**src/rtl/cordic_rot_seq.sv**
```systemverilog
// Iterative 16-bit CORDIC rotation-mode sequencer: quadrant pre-rotation followed by
// N_ITER shift-add micro-rotations, with the arctangent supplied by an external table.
module cordic_rot_seq #(
    parameter int N_ITER = 14
) (
    input  logic               clk,
    input  logic               rst,
    input  logic               in_valid,
    output logic               in_ready,
    input  logic signed [15:0] x_in,
    input  logic signed [15:0] y_in,
    input  logic signed [15:0] z_in,
    output logic        [4:0]  iter_count,
    input  logic signed [15:0] angle_constant,
    output logic               out_valid,
    input  logic               out_ready,
    output logic signed [15:0] x_out,
    output logic signed [15:0] y_out,
    output logic signed [15:0] z_out,
    output logic               busy
);

    localparam logic [1:0] S_IDLE   = 2'd0;
    localparam logic [1:0] S_PREROT = 2'd1;
    localparam logic [1:0] S_ROTATE = 2'd2;
    localparam logic [1:0] S_DONE   = 2'd3;

    localparam logic [4:0]         LAST_ITER = 5'(N_ITER - 1);
    localparam logic signed [15:0] QUARTER   = 16'sd16384;

    logic        [1:0]  r_state;
    logic        [4:0]  r_iter;
    logic signed [15:0] r_x, r_y, r_z;
    logic signed [15:0] r_x_out, r_y_out, r_z_out;

    logic signed [15:0] w_x_sh, w_y_sh;
    logic signed [15:0] w_x_rot, w_y_rot, w_z_rot;
    logic signed [15:0] w_x_pre, w_y_pre, w_z_pre;

    // One micro-rotation; both updates use the pre-iteration x and y.
    always_comb begin
        w_x_sh = r_x >>> r_iter;
        w_y_sh = r_y >>> r_iter;
        if (!r_z[15]) begin
            w_x_rot = r_x - w_y_sh;
            w_y_rot = r_y + w_x_sh;
            w_z_rot = r_z - angle_constant;
        end else begin
            w_x_rot = r_x + w_y_sh;
            w_y_rot = r_y - w_x_sh;
            w_z_rot = r_z + angle_constant;
        end
    end

    // Quadrant fold into +-90 deg so the micro-rotations can converge.
    always_comb begin
        w_x_pre = r_x;
        w_y_pre = r_y;
        w_z_pre = r_z;
        if (r_z > QUARTER) begin
            w_x_pre = -r_y;
            w_y_pre = r_x;
            w_z_pre = r_z - QUARTER;
        end else if (r_z < -QUARTER) begin
            w_x_pre = r_y;
            w_y_pre = -r_x;
            w_z_pre = r_z + QUARTER;
        end
    end

    always_ff @(posedge clk) begin
        if (rst) begin
            r_state <= S_IDLE;
            r_iter  <= 5'd0;
            r_x_out <= '0;
            r_y_out <= '0;
            r_z_out <= '0;
        end else begin
            case (r_state)
                S_IDLE: begin
                    if (in_valid) r_state <= S_PREROT;
                end
                S_PREROT: begin
                    r_state <= S_ROTATE;
                    r_iter  <= 5'd0;
                end
                S_ROTATE: begin
                    if (r_iter == LAST_ITER) begin
                        r_state <= S_DONE;
                        r_iter  <= 5'd0;
                        r_x_out <= w_x_rot;
                        r_y_out <= w_y_rot;
                        r_z_out <= w_z_rot;
                    end else begin
                        r_iter <= r_iter + 5'd1;
                    end
                end
                default: begin
                    if (out_ready) r_state <= S_IDLE;
                end
            endcase
        end
    end

    // NOTE: working registers carry no reset; every path loads them before they are observed.
    always_ff @(posedge clk) begin
        case (r_state)
            S_IDLE: begin
                if (in_valid) begin
                    r_x <= x_in;
                    r_y <= y_in;
                    r_z <= z_in;
                end
            end
            S_PREROT: begin
                r_x <= w_x_pre;
                r_y <= w_y_pre;
                r_z <= w_z_pre;
            end
            S_ROTATE: begin
                r_x <= w_x_rot;
                r_y <= w_y_rot;
                r_z <= w_z_rot;
            end
            default: ;
        endcase
    end

    assign in_ready   = (r_state == S_IDLE) && !rst;
    assign busy       = (r_state != S_IDLE);
    assign out_valid  = (r_state == S_DONE);
    assign iter_count = r_iter;
    assign x_out      = r_x_out;
    assign y_out      = r_y_out;
    assign z_out      = r_z_out;

endmodule

```
**config.mk**
```make
export PLATFORM = sky130hd
export DESIGN_NAME = cordic_rot_seq
export DESIGN_NICKNAME = d
export VERILOG_FILES = /design/src/rtl/cordic_rot_seq.sv
export SDC_FILE = /design/constraint.sdc
export NUM_CORES = 1
export LEC_CHECK = 0
export BUFFER_PORTS_ARGS = -buffer_cell sky130_fd_sc_hd__buf_4
export CORE_MARGIN = 8
export CORE_UTILIZATION = 55
export DETAILED_ROUTE_END_ITERATION = 6
export PLACE_DENSITY_LB_ADDON = 0.12
export REMOVE_ABC_BUFFERS = 1
export SLEW_MARGIN = 20
export SYNTH_ARGS = -nofsm -noshare
export SYNTH_HDL_FRONTEND = slang
export SYNTH_SLANG_ARGS = --single-unit
```
**constraint.sdc**
```tcl
create_clock -name clk -period 6.7 [get_ports clk]
set_input_delay 1.005 -clock clk [delete_from_list [all_inputs] [get_ports clk]]
set_output_delay 1.005 -clock clk [all_outputs]
set_load 0.005 [all_outputs]
```
==> flow_metrics.py, run 1 <==
metrics = {
    "setup_path": {
        "cp.depth": 20,
        "path_delay_family": "compound AO/OA/AOI/OAI gates",
        "r2r-start": "iter_count[1]",
        "path_cells": "buf_4, mux4_2, mux2i_1, a211oi_1, nor2_1, ha_1, nor4b_1, nand3b_1, inv_1, nor2_1, xnor2_1, ha_1, a21o_1, a21oi_1, o21ai_0, a41oi_1, a21oi_1, xor3_1, nand2_1, a31oi_1",
        "crit_path_start_kind": "register",
        "worstSetupEndpointType": "register",
        "crit_end": "r_x[15]",
        "crit_type": "register to register",
        "crit_slowest_cell": "dfxtp_2",
        "arrival_ns": 5.68,
        "cp.required_ns": 6.78,
        "slowest_delay_ns": 0.82,
        "r2r_setup_slack_ns": 1.09,
        "cp.buffers_inverters": 2,
        "r2r_cells": 20,
        "startpoint": "iter_count[1]",
        "reg2reg_to": "r_x[15]",
        "cp_max_fo": 35,
    },
    "clock_tree": {
        "cts_setup_buffers": 0,
        "clkTransAtPathRegs_ns": 0.08,
        "cts_max_level": 3,
        "cts-root-buf": "clkbuf_16",
        "insertion_delay_ns": 0.36,
        "cts_tree": "yes",
        "cts_buffer_depth": 2,
        "cts-hold-fix-buffers": 0,
        "cts.sinks": 103,
        "post_cts_resized": 0,
        "cts_made_buffers": 9,
    },
    "detailed_routing": {
        "drt_iter0_markers": 717,
        "drt-pass1-iter-count": 6,
        "drt-total-wl_um": 30300,
        "post_drt_wl_per_cell_um": 20.09,
        "ant_nets": 0,
        "drcViolationCount": 0,
        "via_per_inst": 6.212,
        "vias": 9367,
    },
    "die": {
        "die_x_um": 149.5,
        "core_area_sq_um": 17720,
        "dieArea_sq_um": 22340,
        "ios": 124,
        "initial_utilization": 0.5529,
        "num_rows": 49,
        "fp.dieH_um": 149.5,
    },
    "yosys": {
        "ys_warn_count": 0,
        "yosys-top-cells-count": "141 x nand2_1, 134 x nor2_1, 130 x a21oi_1, 68 x xnor2_1, 63 x clkbuf_1",
        "ys_seq_area_frac": 0.2595,
        "synth_edf_count": 48,
        "syn-instance-count": 1203,
        "synth_area_sq_um": 9796,
        "synth-seq-cells": 103,
        "synth_area_leaders": "edfxtp_1 15%, dfxtp_1 11%, ha_1 7.7%",
        "yosysUniqueCellTypes": 79,
        "postSynth.asyncResetShare": 0,
        "synth_top_cell_area_share": 0.1471,
        "synth_largest_area_cell": "edfxtp_1",
        "synth_most_common_cell": "nand2_1",
        "synthFlopType": "dfxtp_1",
        "syn_area_per_cell_sq_um": 8.143,
    },
    "timing": {
        "slew_violations": 0,
        "tightest_slew_ns": 0.9774,
        "clock.fmax_ghz": 0.1783,
        "setup_viol": 0,
        "skew_ns": 0.008743,
        "fin_crit_ns": 5.609,
        "period_share": 0.8371,
        "slew-limit-headroom": 0.3470,
        "timing.final.ws_setup_ns": 1.091,
        "rsz0062_at_grt": "false",
        "hold_viol_final": 0,
        "timing.setup.tns_ns": 0,
    },
    "final_layout": {
        "diodes": 0,
        "seqCellArea_sq_um": 2545,
        "syn2layout_area_growth_pct": 13.65,
        "drive_above_1_share": 0.1681,
        "n_fill_cell": 1605,
        "stdcell_count": 1508,
        "fin_nets": 1405,
        "multiInputGateArea_sq_um": 6765,
    },
    "global_routing": {
        "grt_start_max_net_pins": 77,
        "grt_antenna_before_repair": 0,
        "track_usage": 0.2718,
        "overflow": 0,
        "grt_pass1_vias": 9270,
        "grt_pass1_wl_um": 48390,
    },
    "place": {
        "gp_congestion": 0.9573,
        "post-dp-hpwl_um": 22560,
        "placed_cells": 1492,
        "dp_slack_ns": 1.179,
        "port_buffers": 123,
    },
    "run": {
        "drv_cap": 0,
    },
    "run_status": {
        "status": "finished, final reports clean",
    },
    "min_path": {
        "hp-class": "register to register",
    },
}
[cell families after synthesis]
kind of cell,count (synthesis),synth area share
compound gates,349,0.2262
xor+xnor,107,0.09861
fa+ha+maj,63,0.08277
buf+inv,128,0.05211
flops,103,0.2595
mux,60,0.09976
simple gates,393,0.1810
[flip-flops by register name (all words and copies together), names as in the netlist]
name	cells
r_x	16
r_y	16
r_z	16
x_out	16
y_out	16
z_out	16
iter_count	5
r_state	2
[metrics by stage]
stage | hold slack, ns | cell area (sq um) | utilization
finish | 0.4555 | 11130 | 0.6283
global route | 0.4799 | 11130 | 0.6283
CTS | 0.4570 | 11130 | 0.6283
detailed placement | 0.4466 | 10830 | 0.6111
global placement | 0.4423 | 10830 | 0.6111
floorplan | 0.4422 | 9465 | -
[worst min-delay path by stage]
stage | cells past startpoint | end | start
after floorplan | 2 | z_out[14] | z_out[14]
after global placement | 2 | z_out[14] | z_out[14]
after detailed placement | 2 | x_out[12] | x_out[12]
after CTS | 2 | y_out[13] | y_out[13]
after global routing | 2 | x_out[9] | x_out[9]
final | 2 | y_out[13] | y_out[13]
[area by class of cell]
type,count,area share
Multi-Input combinational cell,972,0.6077
Sequential cell,103,0.2286
Timing Repair Buffer,140,0.09440
Tap cell,229,0.02574
Clock buffer,9,0.02023
Inverter,48,0.01618
Clock inverter,7,0.007193
[metal layers]
layer	vias up	GRT usage	routed length (um)
li1	4499	-	-
met1	4425	0.3484	12760
met2	388	0.4518	14330
met3	55	0.04989	2327
met4	0	0.09187	883
met5	-	0	0
[cells in the final DEF, fill, tap and decap left out, types with 9 or more instances in the layout]
cell / instances
mux2i_1: 20
a21o_1: 17
o22ai_1: 11
nand3_1: 15
mux4_2: 25
buf_4: 140
clkbuf_16: 9
inv_1: 45
nor2b_1: 15
o21ai_0: 53
edfxtp_1: 48
a21oi_1: 130
xnor2_1: 68
xor2_1: 37
a211oi_1: 12
nor3_1: 16
nor2_1: 134
nand2_1: 141
mux2_2: 12
dfxtp_1: 53
o21a_1: 12
a22oi_1: 35
ha_1: 59
a31oi_1: 14
o31ai_1: 14
[worst reg2reg max path, delay by kind of cell, from the launching register on]
kind                     cells  cell delay, ns
AO/OA/AOI/OAI                7            1.07
multiplexers                 2            0.90
AND/OR/NAND/NOR              5            0.90
flip-flops                   1            0.82
XOR/XNOR                     2            0.64
adder cells (fa/ha/maj)      2            0.53
buffers and inverters        2            0.48
Power of run 1 is left out: the tool's default activity adds up to more than one toggle a clock period on the data nets, which glitch-free logic cannot reach.
==> run 2, diff against run 1 <==
- ABC_AREA: not set -> 1
- CORE_UTILIZATION: 55 -> 54
- clock period: 6.7 -> 5.1 ns (I/O delays scaled with it)
==> run 2 against run 1 <==
  * Core utilization increased by 0.32 points
  * Critical path depth increased by 5
  * Count of clock-buffer cells in the layout increased by 2
  * Critical path type unchanged
  * Wire length increased by 5.5%
  * First-iteration DRC count increased by 31%
  * Cell area decreased by 1.9%
  * Via count increased by 8.4%
  * Global-route usage increased by 1.4 points
  * Setup slack got worse by 0.46 ns
  * Synthesized area decreased by 2.5%
  * Fmax increased by 25%
  * Final cell count increased by 17%
==> flow_metrics.py, run 2 <==
metrics = {
    "run_status": {
        "status": "finished, final reports clean",
    },
    "final_layout": {
        "drive_above_1_share": 0.1304,
        "syn2layout_area_growth_pct": 14.31,
        "diodes": 0,
        "multiInputGateArea_sq_um": 6168,
        "seqCellArea_sq_um": 2542,
        "fin_util": 0.6315,
        "fin_nets": 1667,
        "layout_common_cells": "379 x nand2_1, 170 x nand3_1, 143 x buf_4",
        "n_fill_cell": 1678,
        "final_common_cell": "nand2_1",
    },
    "clock_tree": {
        "clkTransAtPathRegs_ns": 0.08,
        "insertion_delay_ns": 0.37,
        "cts_setup_buffers": 0,
        "cts.sinks": 103,
        "cts_tree": "yes",
        "cts_buffer_depth": 2,
        "post_cts_resized": 0,
        "cts_made_buffers": 9,
        "cts-hold-fix-buffers": 0,
        "cts_max_level": 3,
        "cts-root-buf": "clkbuf_16",
    },
    "global_routing": {
        "grt_antenna_before_repair": 0,
        "overflow": 0,
        "track_usage": 0.2854,
        "grt_start_max_net_pins": 43,
        "grt_pass1_wl_um": 50780,
        "grt_pass1_vias": 9831,
    },
    "yosys": {
        "synth_area_sq_um": 9555,
        "synth_top_cell_area_share": 0.1508,
        "ys_warn_count": 0,
        "postSynth.asyncResetShare": 0,
        "yosysUniqueCellTypes": 45,
        "synth_most_common_cell": "nand2_1",
        "synth_area_leaders": "edfxtp_1 15%, nand2_1 15%, dfxtp_1 12%",
        "synth_largest_area_cell": "edfxtp_1",
        "syn-instance-count": 1445,
        "yosys-top-cells-count": "379 x nand2_1, 170 x nand3_1, 142 x inv_1, 106 x nor2_1, 90 x o21ai_0",
        "synthFlopType": "dfxtp_1",
        "synth-seq-cells": 103,
        "ys_seq_area_frac": 0.2661,
        "syn_area_per_cell_sq_um": 6.613,
        "synth_edf_count": 48,
    },
    "setup_path": {
        "slowest_delay_ns": 0.38,
        "cp_max_fo": 21,
        "crit_path_start_kind": "register",
        "r2r_cells": 25,
        "crit_slowest_cell": "o21ai_0",
        "cp.buffers_inverters": 5,
        "worstSetupEndpointType": "register",
        "reg2reg_to": "r_x[13]",
        "crit_type": "register to register",
        "path_delay_family": "simple AND/OR/NAND/NOR gates",
        "r2r_setup_slack_ns": 0.63,
        "r2r-start": "iter_count[1]",
        "arrival_ns": 4.55,
        "cp.required_ns": 5.18,
    },
    "die": {
        "ios": 124,
        "dieArea_sq_um": 22210,
        "fp.dieH_um": 149.0,
        "num_rows": 48,
        "initial_utilization": 0.5524,
        "core_area_sq_um": 17300,
        "die_x_um": 149.0,
    },
    "timing": {
        "skew_ns": 0.01247,
        "tightest_slew_ns": 0.8123,
        "fin_worst_hold_slack_ns": 0.4705,
        "timing.setup.tns_ns": 0,
        "rsz0062_at_grt": "false",
        "timing.final.ws_setup_ns": 0.6308,
        "fin_crit_ns": 4.469,
        "setup_viol": 0,
        "hold_viol_final": 0,
        "period_share": 0.8763,
        "clock.fmax_ghz": 0.2238,
        "slew-limit-headroom": 0.4551,
        "slew_violations": 0,
    },
    "detailed_routing": {
        "via_per_inst": 5.751,
        "post_drt_wl_per_cell_um": 18.10,
        "drcViolationCount": 0,
        "vias": 10160,
        "ant_nets": 0,
        "drt_iter0_markers": 939,
        "drt-total-wl_um": 31970,
        "drt-pass1-iter-count": 6,
    },
    "place": {
        "dp_slack_ns": 0.7382,
        "port_buffers": 123,
        "post-dp-hpwl_um": 24250,
        "gp_congestion": 0.9565,
    },
    "min_path": {
        "hp-class": "register to register",
        "whs_path_depth": 2,
        "hp-start": "x_out[2]",
        "whs_endpoint": "x_out[2]",
    },
    "run": {
        "drv_cap": 0,
    },
}
-- run 2: worst max path at each step --
stage	depth (start not counted)	slack [ns]	start	end
floorplan	6	0.67	r_z[15]	r_x[0]
global placement	25	0.80	iter_count[1]	r_x[13]
detailed placement	25	0.74	iter_count[1]	r_x[13]
CTS	25	0.69	iter_count[1]	r_x[13]
global route	25	0.23	iter_count[1]	r_x[13]
finish	25	0.63	iter_count[1]	r_x[13]
-- run 2: logic make-up (layout without fill, tap and decap cells) --
group | count (synthesis) | in the layout | share of synthesized area
flip-flops | 103 | 103 | 0.2661
AND/OR/NAND/NOR | 725 | 725 | 0.3249
XOR/XNOR | 78 | 78 | 0.07149
AO/OA/AOI/OAI | 263 | 263 | 0.1621
buffers and inverters | 213 | 309 | 0.09061
adder cells (fa/ha/maj) | 63 | 63 | 0.08485
-- run 2: cell type report --
cell class,instances,share of cell area
Clock inverter,5,0.004467
Sequential cell,103,0.2328
Inverter,150,0.05178
Timing Repair Buffer,143,0.09828
Multi-Input combinational cell,1129,0.5647
Clock buffer,11,0.02222
Tap cell,225,0.02577
-- run 2: routing by layer --
| metal | GRT usage | vias to the layer above | part of all wire |
|---|---|---|---|
| li1 | - | 4991 | - |
| met1 | 0.3527 | 4668 | 0.42 |
| met2 | 0.4781 | 445 | 0.47 |
| met3 | 0.07130 | 53 | 0.091 |
| met4 | 0.09086 | 0 | 0.024 |
| met5 | 0 | - | 0 |
-- run 2: tightest hold or removal path: cells and delay by family, from the launching register on --
| kind | cells | cell delay (ns) |
|---|---|---|
| flops | 1 | 0.32 |
| simple gates | 1 | 0.06 |
| compound gates | 1 | 0.05 |
-- run 2: per-stage QoR --
stage / cell area (sq um) / std cells
2_1_floorplan: 9255 / 1382
3_3_place_gp: 10630 / 1750
3_5_place_dp: 10630 / 1750
4_1_cts: 10920 / 1766
5_1_grt: 10920 / 1766
6_report: 10920 / 1766
Power of run 2 is left out for the same reason.
